==> config.mk <==
export PLATFORM = sky130hd
export DESIGN_NAME = framebuffer_writer_flat
export DESIGN_NICKNAME = d
export VERILOG_FILES = /design/src/rtl/fb_pkg.sv /design/src/rtl/framebuffer_writer_if.sv /design/src/rtl/fb_addr_gen.sv /design/src/rtl/framebuffer_writer.sv /design/src/flat_wrapper.sv
export SDC_FILE = /design/constraint.sdc
export NUM_CORES = 1
export LEC_CHECK = 0
export ABC_AREA = 1
export CAP_MARGIN = 20
export CORE_ASPECT_RATIO = 1.75
export CORE_MARGIN = 2
export CORE_UTILIZATION = 53
export CTS_CLUSTER_SIZE = 8
export DETAILED_ROUTE_END_ITERATION = 8
export PLACE_DENSITY = 0.75
export SLEW_MARGIN = 40
export SYNTH_ARGS = -nofsm -noshare
export SYNTH_HDL_FRONTEND = slang
export SYNTH_SLANG_ARGS = --single-unit
==> constraint.sdc <==
create_clock -name clock -period 3.85 [get_ports clock]
set_input_delay 0.385 -clock clock [delete_from_list [all_inputs] [get_ports clock]]
set_output_delay 0.385 -clock clock [all_outputs]
set_load 0.01 [all_outputs]
==> src/rtl/fb_pkg.sv <==
// Shared framebuffer definitions: raster geometry, address/colour types and the
// rectangle command record used by the writer and the screen drivers.
package fb_pkg;

  localparam int H_RES  = 640;
  localparam int V_RES  = 480;
  localparam int ADDR_W = 19;
  localparam int DATA_W = 4;
  localparam int X_W    = 10;
  localparam int Y_W    = 9;

  typedef logic [ADDR_W-1:0] fb_addr_t;
  typedef logic [DATA_W-1:0] color_t;
  typedef logic [X_W-1:0]    coord_x_t;
  typedef logic [Y_W-1:0]    coord_y_t;

  typedef struct packed {
    coord_x_t x;
    coord_y_t y;
    coord_x_t w;
    coord_y_t h;
    color_t   color;
  } rect_cmd_t;

  typedef enum logic [1:0] {
    ST_IDLE  = 2'd0,
    ST_SETUP = 2'd1,
    ST_FILL  = 2'd2,
    ST_DONE  = 2'd3
  } fb_state_t;

  localparam fb_addr_t ROW_STRIDE = fb_addr_t'(H_RES);

  // 640 = 512 + 128, so the common case needs only two shifts and an add.
  function automatic fb_addr_t row_base_f(input coord_y_t y);
    fb_addr_t yy;
    yy = fb_addr_t'(y);
    if (H_RES == 640) begin
      return (yy << 9) + (yy << 7);
    end else begin
      return yy * ROW_STRIDE;
    end
  endfunction

endpackage

==> src/rtl/framebuffer_writer_if.sv <==
// Command handshake and RAM write-port bundle for the framebuffer writer.
interface framebuffer_writer_if;
  import fb_pkg::*;

  logic     cmd_valid;
  logic     cmd_ready;
  coord_x_t cmd_x;
  coord_y_t cmd_y;
  coord_x_t cmd_w;
  coord_y_t cmd_h;
  color_t   cmd_color;
  logic     busy;
  logic     done;
  logic     wr_en;
  fb_addr_t wr_addr;
  color_t   wr_data;

  modport master (
    output cmd_valid, cmd_x, cmd_y, cmd_w, cmd_h, cmd_color,
    input  cmd_ready, busy, done, wr_en, wr_addr, wr_data
  );

  modport slave (
    input  cmd_valid, cmd_x, cmd_y, cmd_w, cmd_h, cmd_color,
    output cmd_ready, busy, done, wr_en, wr_addr, wr_data
  );

endinterface

==> src/rtl/fb_addr_gen.sv <==
// Raster address datapath: row base, current address and column/row counters.
// addr_nxt is the address the datapath moves to on this edge (load or step).
module fb_addr_gen
  import fb_pkg::*;
(
  input  logic     clock,
  input  logic     reset,
  input  logic     load,
  input  logic     step,
  input  coord_x_t x,
  input  coord_y_t y,
  input  coord_x_t w,
  input  coord_y_t h,
  output fb_addr_t addr_nxt,
  output logic     last_col,
  output logic     last_write
);

  fb_addr_t row_base_r;
  fb_addr_t addr_r;
  coord_x_t x_r;
  coord_x_t w_r;
  coord_x_t col_cnt_r;
  coord_y_t row_cnt_r;

  fb_addr_t row_base_nxt_s;
  fb_addr_t addr_nxt_s;
  coord_x_t col_cnt_nxt_s;
  coord_y_t row_cnt_nxt_s;

  assign last_col   = (col_cnt_r == 10'd1);
  assign last_write = last_col && (row_cnt_r == 9'd1);
  assign addr_nxt   = addr_nxt_s;

  // Next-value selection for load, in-row step and row wrap.
  always_comb begin
    row_base_nxt_s = row_base_r;
    addr_nxt_s     = addr_r;
    col_cnt_nxt_s  = col_cnt_r;
    row_cnt_nxt_s  = row_cnt_r;
    if (load) begin
      row_base_nxt_s = row_base_f(y);
      addr_nxt_s     = row_base_f(y) + fb_addr_t'(x);
      col_cnt_nxt_s  = w;
      row_cnt_nxt_s  = h;
    end else if (step) begin
      if (last_col) begin
        row_base_nxt_s = row_base_r + ROW_STRIDE;
        addr_nxt_s     = row_base_r + ROW_STRIDE + fb_addr_t'(x_r);
        col_cnt_nxt_s  = w_r;
        row_cnt_nxt_s  = row_cnt_r - 9'd1;
      end else begin
        addr_nxt_s    = addr_r + fb_addr_t'(1'b1);
        col_cnt_nxt_s = col_cnt_r - 10'd1;
      end
    end else begin
      addr_nxt_s = addr_r;
    end
  end

  // Datapath registers; x and w are kept for the per-row reload.
  always_ff @(posedge clock or posedge reset) begin
    if (reset) begin
      row_base_r <= {ADDR_W{1'b0}};
      addr_r     <= {ADDR_W{1'b0}};
      x_r        <= 10'd0;
      w_r        <= 10'd0;
      col_cnt_r  <= 10'd0;
      row_cnt_r  <= 9'd0;
    end else begin
      row_base_r <= row_base_nxt_s;
      addr_r     <= addr_nxt_s;
      col_cnt_r  <= col_cnt_nxt_s;
      row_cnt_r  <= row_cnt_nxt_s;
      if (load) begin
        x_r <= x;
        w_r <= w;
      end
    end
  end

endmodule

==> src/rtl/framebuffer_writer.sv <==
// Rectangle-fill write engine for the 4bpp framebuffer RAM, one write per cycle.
// Optional macro FB_WRITER_CLIP_EN clips rectangles to the visible screen.
module framebuffer_writer
  import fb_pkg::*;
(
  input logic                 clock,
  input logic                 reset,
  framebuffer_writer_if.slave fb
);

  localparam logic [10:0] H_LIM = 11'(H_RES);
  localparam logic [9:0]  V_LIM = 10'(V_RES);

  fb_state_t state_r;
  fb_state_t state_s;
  rect_cmd_t cmd_r;
  logic      cmd_ready_r;
  logic      busy_r;
  logic      done_r;
  logic      wr_en_r;
  fb_addr_t  wr_addr_r;
  color_t    wr_data_r;

  logic      accept_s;
  logic      load_s;
  logic      step_s;
  coord_x_t  eff_w_s;
  coord_y_t  eff_h_s;
  fb_addr_t  addr_nxt_s;
  logic      last_col_s;
  logic      last_write_s;
  rect_cmd_t cmd_in_s;

  assign fb.cmd_ready = cmd_ready_r;
  assign fb.busy      = busy_r;
  assign fb.done      = done_r;
  assign fb.wr_en     = wr_en_r;
  assign fb.wr_addr   = wr_addr_r;
  assign fb.wr_data   = wr_data_r;

  assign accept_s = (state_r == ST_IDLE) && fb.cmd_valid;
  assign cmd_in_s = '{x: fb.cmd_x, y: fb.cmd_y, w: fb.cmd_w, h: fb.cmd_h, color: fb.cmd_color};

  // Effective rectangle size used by SETUP.
  always_comb begin
    eff_w_s = cmd_r.w;
    eff_h_s = cmd_r.h;
`ifdef FB_WRITER_CLIP_EN
    if ({1'b0, cmd_r.x} >= H_LIM) begin
      eff_w_s = 10'd0;
    end else if ({1'b0, cmd_r.w} > (H_LIM - {1'b0, cmd_r.x})) begin
      eff_w_s = 10'(H_LIM - {1'b0, cmd_r.x});
    end else begin
      eff_w_s = cmd_r.w;
    end
    if ({1'b0, cmd_r.y} >= V_LIM) begin
      eff_h_s = 9'd0;
    end else if ({1'b0, cmd_r.h} > (V_LIM - {1'b0, cmd_r.y})) begin
      eff_h_s = 9'(V_LIM - {1'b0, cmd_r.y});
    end else begin
      eff_h_s = cmd_r.h;
    end
`endif
  end

  fb_addr_gen u_addr_gen (
    .clock      (clock),
    .reset      (reset),
    .load       (load_s),
    .step       (step_s),
    .x          (cmd_r.x),
    .y          (cmd_r.y),
    .w          (eff_w_s),
    .h          (eff_h_s),
    .addr_nxt   (addr_nxt_s),
    .last_col   (last_col_s),
    .last_write (last_write_s)
  );

  // Next-state logic and datapath control.
  always_comb begin
    state_s = state_r;
    load_s  = 1'b0;
    step_s  = 1'b0;
    case (state_r)
      ST_IDLE: begin
        if (fb.cmd_valid) begin
          state_s = ST_SETUP;
        end else begin
          state_s = ST_IDLE;
        end
      end
      ST_SETUP: begin
        load_s = 1'b1;
        if ((eff_w_s == 10'd0) || (eff_h_s == 9'd0)) begin
          state_s = ST_DONE;
        end else begin
          state_s = ST_FILL;
        end
      end
      ST_FILL: begin
        step_s = 1'b1;
        if (last_write_s) begin
          state_s = ST_DONE;
        end else begin
          state_s = ST_FILL;
        end
      end
      ST_DONE: begin
        state_s = ST_IDLE;
      end
      default: begin
        state_s = ST_IDLE;
      end
    endcase
  end

  // State, command latch and registered outputs decoded from the next state.
  always_ff @(posedge clock or posedge reset) begin
    if (reset) begin
      state_r     <= ST_IDLE;
      cmd_r       <= {$bits(rect_cmd_t){1'b0}};
      cmd_ready_r <= 1'b1;
      busy_r      <= 1'b0;
      done_r      <= 1'b0;
      wr_en_r     <= 1'b0;
      wr_addr_r   <= {ADDR_W{1'b0}};
      wr_data_r   <= {DATA_W{1'b0}};
    end else begin
      state_r     <= state_s;
      cmd_ready_r <= (state_s == ST_IDLE);
      busy_r      <= (state_s != ST_IDLE);
      done_r      <= (state_s == ST_DONE);
      wr_en_r     <= (state_s == ST_FILL);
      if (accept_s) begin
        cmd_r <= cmd_in_s;
      end
      if (state_s == ST_FILL) begin
        wr_addr_r <= addr_nxt_s;
        wr_data_r <= cmd_r.color;
      end
    end
  end

endmodule

==> src/flat_wrapper.sv <==
// flat-port wrapper written by rule: the top's interface ports become plain ports
module framebuffer_writer_flat import fb_pkg::*;
  (clock, reset, fb_cmd_valid, fb_cmd_x, fb_cmd_y, fb_cmd_w, fb_cmd_h, fb_cmd_color, fb_cmd_ready, fb_busy, fb_done, fb_wr_en, fb_wr_addr, fb_wr_data);
  framebuffer_writer_if fb_i ();
  input logic clock;
  input logic reset;
  input wire logic [$bits(fb_i.cmd_valid)-1:0] fb_cmd_valid;
  input wire logic [$bits(fb_i.cmd_x)-1:0] fb_cmd_x;
  input wire logic [$bits(fb_i.cmd_y)-1:0] fb_cmd_y;
  input wire logic [$bits(fb_i.cmd_w)-1:0] fb_cmd_w;
  input wire logic [$bits(fb_i.cmd_h)-1:0] fb_cmd_h;
  input wire logic [$bits(fb_i.cmd_color)-1:0] fb_cmd_color;
  output wire logic [$bits(fb_i.cmd_ready)-1:0] fb_cmd_ready;
  output wire logic [$bits(fb_i.busy)-1:0] fb_busy;
  output wire logic [$bits(fb_i.done)-1:0] fb_done;
  output wire logic [$bits(fb_i.wr_en)-1:0] fb_wr_en;
  output wire logic [$bits(fb_i.wr_addr)-1:0] fb_wr_addr;
  output wire logic [$bits(fb_i.wr_data)-1:0] fb_wr_data;
  assign fb_i.cmd_valid = fb_cmd_valid;
  assign fb_i.cmd_x = fb_cmd_x;
  assign fb_i.cmd_y = fb_cmd_y;
  assign fb_i.cmd_w = fb_cmd_w;
  assign fb_i.cmd_h = fb_cmd_h;
  assign fb_i.cmd_color = fb_cmd_color;
  assign fb_cmd_ready = fb_i.cmd_ready;
  assign fb_busy = fb_i.busy;
  assign fb_done = fb_i.done;
  assign fb_wr_en = fb_i.wr_en;
  assign fb_wr_addr = fb_i.wr_addr;
  assign fb_wr_data = fb_i.wr_data;
  framebuffer_writer u_core (.clock(clock), .reset(reset), .fb(fb_i));
endmodule
==> key figures, run 1 <==
Setup path
  – FF-to-FF Start: u_core.state_r[0]
  – Worst R2R End: u_core.fb.wr_addr[8]
  – WP data arrival: 2.96 ns
  – Cell family with most CP delay: buffers and inverters
  – WS Path Type: flop to flop
  – Bufs and invs on worst path: 5
  – CP Capture Type: flop
  – CP Cell Sequence: inv_1 > ha_1 > buf_4 > nand3_1 > nor4_1 > a21oi_1 > nand2_1 > o21ai_1 > inv_2 > nor2_2 > buf_4 > inv_2 > o21ai_0
  – R2R Setup Slk: 1.18 ns
  – CP max-delay cell: dfrtp_1
  – WP data required: 4.14 ns
  – Critical path launch point type: flop
  – Crit-path max FO: 24
  – Cell depth of the worst flop-to-flop path: 13
  – Slowest cell delay on critical path: 0.38 ns

Drt
  – Via density: 5.68
  – WL per Instance: 16.3 um
  – DRC: 0
  – DRT Pass-1 Iters: 9
  – Via count: 7147
  – WL final: 20500 um
  – Iter 0 DRT Violations: 426
  – Final ANT Viol Nets: 0

Synthesis
  – Netlist cell types: 49
  – Post-synth EDFFs: 0
  – Sequential element share of the synthesized area: 0.439
  – Syn_nets: 1072
  – #FFs+latches synth: 141
  – Synth warnings: 0
  – Cells after synthesis: 1001
  – Syn_area_per_cell: 8.04 sq um
  – Ys flop type: dfrtp_1
  – Synthesized area: 0.00804 sq mm
  – Asr flop ratio synth: 1.00

Floorplan
  – Total die area: 0.0162 sq mm
  – Die W: 97.1 um
  – # IOs: 72
  – Die height: 167 um
  – Core Region: 0.0148 sq mm
  – Starting Density: 0.542
  – FP Rows: 59

Placed design
  – GPL Wtd Cong: 1.00
  – Placed wire-length estimate: 14500 um
  – IO buf count: 71

Timing
  – Sum Neg Setup Slack: 0 ns
  – Relative slew slack: 0.457
  – Max-slew violations: 0
  – Crit share post-route: 0.694
  – RSZ-0062 raised after global routing: no
  – Worst Skew: 0.0123 ns
  – Setup violators final: 0
  – Final Hold Fails: 0
  – Worst slack on hold paths: 0.373 ns
  – Tmin final: 2.67 ns
  – FMAX: 374 MHz
  – Pin slew with the least headroom to its limit: 0.814 ns

CTS
  – CTS tree: done
  – Clock Latency Late Sink: 0.42 ns
  – Clock Pin Slew Worst Setup and Hold Paths: 0.06 ns
  – Clk sinks: 141
  – Setup bufs post-CTS: 0
  – Max Buffers Root-to-Sink: 2
  – Root buffer cell: clkbuf_16
  – # hold bufs at CTS: 0
  – CTS Buf Count: 17
  – Cts repair resizes: 0
  – H-tree levels: 4

Global route
  – First-pass GRT wire length: 34200 um
  – Initial antenna violation count: 0
  – Vias in the first global route: 7201
  – Grt total ovfl: 0
  – Largest net degree at the start of global routing: 77
  – GRT Overall Usage: 0.260

Pwr
  – PwrDens: 980 mW/mm^2
  – Worst vdd ir: 0.533 mV
  – Total power: 0.00932 W
  – Leak: 4.44 nW

Cells and area
  – Area grow syn2layout: 18.2%
  – N_diodes: 0
  – Fin nets: 1133
  – Final Core Density: 0.641
  – Share of cells above drive strength 1: 0.102

Status
  – Status: finished, final reports clean

Worst hold path
  – Hold Path Class: primary input to async pin

Job
  – Max cap viols: 0
cell usage after synthesis, types with 2 or more instances:
| cell type | instances | area [sq um] |
|---|---|---|
| nor2_1 | 87 | 327 |
| nand3_2 | 2 | 20.0 |
| nand3b_1 | 5 | 37.5 |
| nor3_1 | 9 | 45.0 |
| ha_1 | 24 | 300 |
| o21bai_1 | 3 | 22.5 |
| o21ai_1 | 2 | 10.0 |
| clkbuf_1 | 21 | 78.8 |
| xor2_2 | 2 | 32.5 |
| a21oi_1 | 60 | 300 |
| o31ai_1 | 2 | 15.0 |
| a31oi_1 | 12 | 75.1 |
| nand2_1 | 249 | 935 |
| clkbuf_8 | 3 | 41.3 |
| buf_2 | 8 | 40.0 |
| buf_4 | 6 | 45.0 |
| nor3_2 | 2 | 20.0 |
| mux2_2 | 35 | 394 |
| nor2_2 | 9 | 56.3 |
| inv_2 | 3 | 11.3 |
| o21ai_0 | 76 | 380 |
| nand3_1 | 56 | 280 |
| fa_1 | 2 | 40.0 |
| nand2_2 | 5 | 31.3 |
| o211ai_1 | 14 | 105 |
| xnor2_1 | 7 | 61.3 |
| nor4_1 | 2 | 12.5 |
| xor2_1 | 15 | 131 |
| or2_2 | 3 | 18.8 |
| nand4_1 | 17 | 106 |
| or2_0 | 2 | 12.5 |
| o22ai_1 | 3 | 18.8 |
| dfrtp_1 | 140 | 3500 |
| inv_1 | 96 | 360 |
| o221ai_1 | 5 | 43.8 |
sequential cells by signal (all words and copies together), names as in the netlist:
register and count:
u_core.cmd_r 23, u_core.fb.wr_addr 19, u_core.u_addr_gen.addr_r 19, u_core.u_addr_gen.row_base_r 12, u_core.eff_w_s 10, u_core.u_addr_gen.col_cnt_r 10, u_core.u_addr_gen.w_r 10, u_core.u_addr_gen.x_r 10
u_core.eff_h_s 9, u_core.u_addr_gen.row_cnt_r 9, u_core.fb.wr_data 4, u_core.state_r 2, u_core.fb.busy 1, u_core.fb.cmd_ready 1, u_core.fb.done 1, u_core.fb.wr_en 1
final cells by class:
cell class	count	area [sq um]
Fill cell	1216	5330
Multi-Input combinational cell	721	3940
Sequential cell	141	3530
Timing Repair Buffer	81	811
Clock buffer	19	433
Inverter	100	379
Tap cell	183	229
Clock inverter	13	190
power by group:
group,internal [W],switching [W],leakage [nW]
Sequential,0.00224,0.000601,1.69
Clock,0.00109,0.000670,0.302
Combinational,0.00177,0.00295,2.45
Total,0.00510,0.00423,4.44
through the flow:
stage                     instances  setup slack (ns)  cell area (sq um)
after floorplan                1001              1.63               8050
after global placement         1226              1.29               8880
after detailed placement       1226              1.22               8890
after CTS                      1258              1.21               9510
after global routing           1258             0.906               9510
final                          1258              1.18               9510
cell usage in the layout (no fill, tap or decap), types with 3 or more instances in the layout:
master,count
a21oi_1,60
a31oi_1,12
buf_4,8
bufinv_16,4
clkbuf_16,17
clkdlybuf4s50_1,71
clkinv_4,4
dfrtp_1,140
ha_1,23
inv_1,95
inv_2,3
mux2_2,35
nand2_1,248
nand2_2,5
nand3_1,56
nand3b_1,5
nand4_1,17
nor2_1,87
nor2_2,9
nor3_1,9
o211ai_1,14
o21ai_0,76
o21bai_1,3
o221ai_1,5
o22ai_1,3
or2_2,3
xnor2_1,7
xor2_1,15
routing by layer:
layer	vias to the layer above	wire, um	track usage	part of all wire
met5	-	0	0	0
met4	0	993	0.144	0.049
met3	65	1030	0.0462	0.050
met2	250	10600	0.463	0.52
met1	3403	7800	0.291	0.38
li1	3429	-	-	-
logic make-up (layout without fill, tap and decap cells):
family                     after synthesis  in the layout  share of synthesized area
AOI/OAI and AO/OA                      184            184                      0.129
xor gates and xnor gates                24             24                     0.0280
adders and majority gates               26             26                     0.0423
buffers and inverters                  139            213                     0.0726
DFF                                    141            141                      0.439
muxes                                   35             35                     0.0490
other                                    1              1                   0.000466
and+or+nand+nor                        451            451                      0.240
worst reg2reg max path: stages (launching register included):
cell and delay (ns):
dfrtp_1 0.38, inv_1 0.11, ha_1 0.15, buf_4 0.26, nand3_1 0.12, nor4_1 0.36
a21oi_1 0.12, nand2_1 0.09, o21ai_1 0.09, inv_2 0.10, nor2_2 0.04, buf_4 0.23
inv_2 0.36, o21ai_0 0.14
worst max path at each step:
stage / from / end / slack (ns) / cells after the start
2_1_floorplan: u_core.cmd_r[23] / u_core.fb.wr_addr[17] / 1.63 / 13
3_3_place_gp: u_core.state_r[0] / u_core.fb.wr_addr[8] / 1.29 / 13
3_5_place_dp: u_core.state_r[0] / u_core.fb.wr_addr[8] / 1.22 / 13
4_1_cts: u_core.state_r[0] / u_core.fb.wr_addr[8] / 1.21 / 13
5_1_grt: u_core.state_r[0] / u_core.fb.wr_addr[8] / 0.91 / 13
6_report: u_core.state_r[0] / u_core.fb.wr_addr[8] / 1.18 / 13
(Power assumes the default switching activity.)
==> inputs of run 2 (changes only) <==
==> constraint.sdc (replaced) <==
create_clock -name clock -period 2.3 [get_ports clock]
set_input_delay 0.23 -clock clock [delete_from_list [all_inputs] [get_ports clock]]
set_output_delay 0.23 -clock clock [all_outputs]
set_load 0.01 [all_outputs]
==> key figures, run 2 (synthesis gave the netlist of run 1 again) <==
Setup path
  – Crit-path max FO: 3 (-88%)
  – FF-to-FF Start: u_core.u_addr_gen.row_base_r[8]
  – WP data required: 2.61 ns (-1.53 ns)
  – WS Path Type: flop to flop
  – CP startpoint: u_core.u_addr_gen.row_base_r[8]
  – CP Capture Type: flop
  – Cell depth of the worst flop-to-flop path: 18 (+5)
  – R2R Setup Slk: -0.1 ns (-1.28 ns)
  – WP data arrival: 2.71 ns (-0.25 ns)
  – Worst R2R End: u_core.fb.wr_addr[15]
  – Critical path launch point type: flop
  – Critical path endpoint: u_core.fb.wr_addr[15]

Timing
  – Crit share post-route: 1.04 (+0.348)
  – FMAX: 417 MHz (+11%)
  – Setup violators final: 6 (+6)
  – Relative slew slack: 0.632 (+0.175)
  – Pin slew with the least headroom to its limit: 0.549 ns (-0.265 ns)
  – Setup ws final: -0.0970 ns (-1.28 ns)
  – RSZ-0062 raised after global routing: yes
  – Max-slew violations: 0 (unchanged)
  – Sum Neg Setup Slack: -0.353 ns (-0.353 ns)
  – Tmin final: 2.40 ns (-0.274 ns)
  – Worst Skew: 0.0110 ns (-0.00123 ns)
  – Final Hold Fails: 0 (unchanged)

CTS
  – Clk sinks: 141 (unchanged)
  – Clock Latency Late Sink: 0.42 ns (about the same)
  – CTS Buf Count: 17 (unchanged)
  – Clock Pin Slew Worst Setup and Hold Paths: 0.06 ns (about the same)
  – Root buffer cell: clkbuf_16
  – CTS tree: done
  – H-tree levels: 4 (unchanged)
  – Max Buffers Root-to-Sink: 2 (unchanged)

Pwr
  – Pint: 0.00960 W (+88%)
  – Net Sw Power: 0.00778 W (+84%)
  – Clk pwr share: 0.160 (-0.029)
  – Worst vdd ir: 0.937 mV (+76%)
  – Comb pwr share: 0.566 (+0.060)
  – Leak: 4.73 nW (+6.4%)
  – Share of power burned in registers: 0.274 (-0.031)
  – Sw Ratio: 0.448 (-0.00569)
  – PwrDens: 1690 mW/mm^2 (+73%)

Global route
  – Grt total ovfl: 0 (unchanged)
  – Largest net degree at the start of global routing: 54 (-30%)
  – First-pass GRT wire length: 35600 um (+4.1%)
  – Vias in the first global route: 7443 (+3.4%)
  – Initial antenna violation count: 0 (unchanged)
  – GRT Overall Usage: 0.273 (+0.0131)

Drt
  – DRT Pass-1 Iters: 5 (-4)
  – Via density: 5.69 (+0.13%)
  – Top Layer Used: met4
  – DRC: 0 (unchanged)
  – Via count: 7509 (+5.1%)
  – Final ANT Viol Nets: 0 (unchanged)
  – Iter 0 DRT Violations: 577 (+35%)
  – Routed length on met1: 8340 um (+6.8%)
  – WL per Instance: 16.7 um (+2.9%)
  – Metal3 WL: 1140 um (+11%)
  – Met2 wire len: 11200 um (+5.4%)
  – WL final: 22100 um (+7.9%)

Cells and area
  – # fillers: 1123 (-7.6%)
  – Most frequent cells in the layout: nand2_1, dfrtp_1, inv_1, nor2_1
  – Area grow syn2layout: 27.7%
  – Top reg by flops: u_core.cmd_r
  – N_diodes: 0 (unchanged)
  – Most common cell after layout, fill and taps aside: nand2_1
  – Share of cells above drive strength 1: 0.199 (+0.0964)
  – Max FFs per register: 23 (unchanged)
  – Fin nets: 1195 (+5.5%)

Placed design
  – IO buf count: 71 (unchanged)
  – GPL Wtd Cong: 0.932 (-6.9%)
  – Place WS: -0.106 ns (-1.32 ns)
  – Placed wire-length estimate: 14900 um (+2.9%)

Floorplan
  – Core Region: 0.0148 sq mm (unchanged)
  – Die W: 97.1 um (unchanged)
  – # IOs: 72 (unchanged)
  – FP Rows: 59 (unchanged)
  – Total die area: 0.0162 sq mm (unchanged)
  – Die height: 167 um (unchanged)
  – Starting Density: 0.542 (unchanged)

Status
  – Failing checks: setup timing
  – Status: finished, violations left

Job
  – Max cap viols: 0 (unchanged)

Worst hold path
  – Hold Path Class: primary input to async pin
## run 2: changes by cell type in the layout (fill, tap and decap cells not counted), moves of 6 or more
cell,before,now
nor2_1,87,77
clkinvlp_4,2,10
nand2_1,248,237
buf_4,8,60
nor2_4,1,8
nand2_2,5,16
nand3_1,56,50
ha_1,23,14
## run 2: critical path, stage by stage (launching register included)
cell	delay, ns
dfrtp_1	0.38
ha_2	0.21
nand2_2	0.07
nand2_2	0.07
ha_4	0.29
nand2_4	0.06
nor2_4	0.11
nor2_4	0.06
nor2_4	0.13
nand3_2	0.11
nor2_4	0.13
buf_6	0.12
nand3_1	0.11
nand3_2	0.14
nand2_1	0.06
nand2_1	0.08
nand2_2	0.05
nand2_1	0.06
nand2_1	0.05
## run 2: worst min path at each step
| stage | end | start |
|---|---|---|
| 2_1_floorplan | u_core.cmd_r[23] | fb_cmd_y[0] |
| 3_3_place_gp | u_core.u_addr_gen.w_r[3] | u_core.u_addr_gen.w_r[3] |
| 3_5_place_dp | u_core.u_addr_gen.w_r[3] | u_core.u_addr_gen.w_r[3] |
| 4_1_cts | u_core.eff_h_s[4] | reset |
| 5_1_grt | u_core.eff_h_s[4] | reset |
| 6_report | u_core.eff_h_s[4] | reset |
## run 2: area by class of cell
cell class	instances	area, sq um	area share
multi-input cells	721	4190	0.408
flip-flops and latches	141	3530	0.344
repair buffers	141	1340	0.130
clock buffers	19	433	0.0421
inverters	100	387	0.0376
well taps	183	229	0.0223
clock inverters	13	155	0.0151
repair inverters	2	15.0	0.00146
## run 2: power groups by stage
| stage | registers (W) | clock network, W | logic (W) |
|---|---|---|---|
| after CTS | 0.00471 | 0.00281 | 0.00890 |
| after floorplan | 0.00457 | 0 | 0.00569 |
| after global routing | 0.00491 | 0.00292 | 0.0109 |
| final | 0.00477 | 0.00278 | 0.00983 |
| after detailed placement | 0.00473 | 0 | 0.00870 |
| after global placement | 0.00471 | 0 | 0.00849 |
## run 2: per-stage QoR
| step | hold WS (ns) | util | area (sq um) | cells | power (W) |
|---|---|---|---|---|---|
| final | 0.163 | 0.692 | 10300 | 1320 | 0.0174 |
| after global placement | 0.445 | 0.624 | 9260 | 1268 | 0.0132 |
| after global routing | 0.222 | 0.692 | 10300 | 1320 | 0.0187 |
| after CTS | 0.175 | 0.668 | 9920 | 1303 | 0.0164 |
| after detailed placement | 0.452 | 0.624 | 9260 | 1268 | 0.0134 |
| after floorplan | 0.381 | - | 8050 | 1001 | 0.0103 |
## run 2: routing by layer
layer / up-vias / track usage
met5: - / 0
met4: 0 / 0.148
met3: 108 / 0.0432
met2: 309 / 0.486
met1: 3542 / 0.312
li1: 3550 / -
## run 2: what timing repair did
action / 4_1_cts / 5_1_grt
gates cloned: 1 / 1
gates resized for setup: 13 / 62
setup endpoints to repair: 14 / 35
hold buffers: 0 / 0
setup buffers: 2 / 16
pin swaps: 8 / 26
==> inputs of run 3 (changes only) <==
--- a/config.mk
+++ b/config.mk
@@ -12,7 +12,8 @@
 export CORE_UTILIZATION = 53
 export CTS_CLUSTER_SIZE = 8
 export DETAILED_ROUTE_END_ITERATION = 8
-export PLACE_DENSITY = 0.75
+export HOLD_SLACK_MARGIN = 0.12
+export PLACE_DENSITY = 0.72
 export SLEW_MARGIN = 40
 export SYNTH_ARGS = -nofsm -noshare
 export SYNTH_HDL_FRONTEND = slang
==> constraint.sdc (replaced) <==
create_clock -name clock -period 2.4 [get_ports clock]
set_input_delay 0.24 -clock clock [delete_from_list [all_inputs] [get_ports clock]]
set_output_delay 0.24 -clock clock [all_outputs]
set_load 0.01 [all_outputs]
==> key figures, run 3 (synthesis gave the netlist of run 1 again) <==
Status
  – Status: finished, final reports clean

Setup path
  – Bufs and invs on worst path: 0 (-1)
  – CP Cell Sequence: ha_2 > nand2_2 > nand2_2 > ha_4 > nand2_4 > nor2_4 > nor2_2 > nor2_2 > nand3_2 > nor2_4 > nand3_2 > nand2_2 > nand2_1 > o21ai_1 > nand2_1 > nand2_1 > nand2_1 > nand2_1
  – WP data arrival: 2.69 ns (-0.02 ns)
  – CP Capture Type: flop
  – WP data required: 2.76 ns (+0.15 ns)
  – Critical path launch point type: flop
  – CP max-delay cell: dfrtp_1
  – Most Frequent Cell on Critical Path: nand2_1
  – Crit-path max FO: 3 (unchanged)
  – Cell family with most CP delay: simple AND/OR/NAND/NOR gates
  – WS Path Type: flop to flop
  – Slowest cell delay on critical path: 0.38 ns (about the same)

Job
  – Max cap viols: 0 (unchanged)

Placed design
  – IO buf count: 71 (unchanged)
  – Placed Cells incl. Taps: 1263 (-0.39%)
  – Placed instance area: 0.00921 sq mm (-0.54%)
  – Placed wire-length estimate: 16000 um (+7.1%)
  – GPL Wtd Cong: 0.929 (-0.39%)

Cells and area
  – Post-route design area: 0.00999 sq mm (-2.8%)
  – Most common cell after layout, fill and taps aside: nand2_1
  – Share of cells above drive strength 1: 0.171 (-0.0279)
  – # fillers: 1188 (+5.8%)
  – Area grow syn2layout: 24.1%
  – Final Core Density: 0.673 (-0.0194)
  – Top reg by flops: u_core.cmd_r
  – N_diodes: 0 (unchanged)
  – Most frequent cells in the layout: nand2_1, dfrtp_1, inv_1, nor2_1, o21ai_0
  – Fin nets: 1176 (-1.6%)
  – Fin cells: 1301 (-1.4%)
  – Max FFs per register: 23 (unchanged)

Timing
  – RSZ-0062 raised after global routing: yes
  – Final Hold Fails: 0 (unchanged)
  – Worst Skew: 0.0120 ns (+0.000979 ns)
  – Max-slew violations: 0 (unchanged)
  – Tmin final: 2.32 ns (-0.0725 ns)
  – Sum Neg Setup Slack: 0 ns (+0.353 ns)
  – FMAX: 430 MHz (+3.1%)
  – Setup violators final: 0 (-6)
  – Crit share post-route: 0.969 (-0.0736)

Pwr
  – Leak: 4.63 nW (-2.0%)
  – Worst vdd ir: 0.933 mV (-0.40%)
  – Total power: 0.0160 W (-7.7%)
  – PwrDens: 1610 mW/mm^2 (-5.1%)

Drt
  – WL per Instance: 16.7 um (-0.42%)
  – DRT Pass-1 Iters: 6 (+1)
  – Via count: 7205 (-4.0%)
  – Via density: 5.54 (-2.6%)
  – Final ANT Viol Nets: 0 (unchanged)
  – Iter 0 DRT Violations: 388 (-33%)
  – DRC: 0 (unchanged)
  – WL final: 21700 um (-1.9%)

Floorplan
  – Die height: 167 um (unchanged)
  – FP Rows: 59 (unchanged)
  – Starting Density: 0.542 (unchanged)
  – Die W: 97.1 um (unchanged)
  – Core Region: 0.0148 sq mm (unchanged)
  – Total die area: 0.0162 sq mm (unchanged)
  – # IOs: 72 (unchanged)

CTS
  – Clock Pin Slew Worst Setup and Hold Paths: 0.07 ns (about the same)
  – CTS tree: done
  – Clk sinks: 141 (unchanged)
  – Root buffer cell: clkbuf_16
  – CTS Buf Count: 17 (unchanged)
  – Clock Latency Late Sink: 0.42 ns (about the same)
  – Max Buffers Root-to-Sink: 2 (unchanged)
  – H-tree levels: 4 (unchanged)
  – # hold bufs at CTS: 0 (unchanged)

Global route
  – Grt total ovfl: 0 (unchanged)
  – Vias in the first global route: 7116 (-4.4%)
  – Initial antenna violation count: 0 (unchanged)
  – First-pass GRT wire length: 34800 um (-2.4%)
  – GRT Overall Usage: 0.270 (-0.00343)
  – Largest net degree at the start of global routing: 51 (-5.6%)

Worst hold path
  – Hold Path Class: primary input to async pin
## run 3: changes by cell type in the layout (fill, tap and decap cells not counted), sizes merged
cell	change
clkinvlp	-6
clkbuf	-2
buf	-17
inv	+4
bufinv	-2
clkinv	+4
## run 3: layout make-up
class / instances / area, sq um / share of cell area
well taps: 183 / 229 / 0.0229
clock buffers: 17 / 425 / 0.0426
multi-input cells: 721 / 4100 / 0.411
repair buffers: 124 / 1180 / 0.119
inverters: 100 / 383 / 0.0383
clock inverters: 15 / 129 / 0.0129
flip-flops and latches: 141 / 3530 / 0.354
## run 3: final timing paths
kind	slack [ns]	endpoint	from	cells past startpoint
setup / recovery	0.08	u_core.fb.wr_addr[17]	u_core.u_addr_gen.row_base_r[8]	18
hold / removal	0.14	u_core.cmd_r[0]	reset	2
hold reg to reg	0.48	u_core.fb.wr_addr[5]	u_core.fb.wr_addr[5]	2
setup reg to reg	0.08	u_core.fb.wr_addr[17]	u_core.u_addr_gen.row_base_r[8]	18
min in group clock	0.40	u_core.cmd_r[34]	fb_cmd_x[2]	3
max in group asynchronous	1.68	u_core.u_addr_gen.addr_r[18]	reset	3
## run 3: stage by stage
step           hold slack (ns)  worst slack, ns
6_report                 0.141           0.0755
5_1_grt                  0.159          -0.0966
4_1_cts                  0.142          0.00307
3_5_place_dp             0.463          -0.0612
3_3_place_gp             0.450         -0.00325
2_1_floorplan            0.391            0.177
## run 3: metal layers
metal | global-route usage | wire length (um) | up-vias
li1 | - | - | 3506
met1 | 0.279 | 7820 | 3419
met2 | 0.509 | 11900 | 205
met3 | 0.0336 | 691 | 75
met4 | 0.165 | 1300 | 0
met5 | 0 | 0 | -
## run 3: repair_timing
item | CTS | global route
gates resized for setup | 4 | 41
endpoints found under the setup margin | 4 | 19
pin swaps | 1 | 22
cloned | 0 | 0
buffers inserted | 0 | 6
## run 3: where the power goes
part	leakage, nW	total [W]	internal [W]	switching, W
Clock	0.271	0.00251	0.00136	0.00115
Combinational	2.68	0.00896	0.00370	0.00526
Sequential	1.69	0.00457	0.00359	0.000980
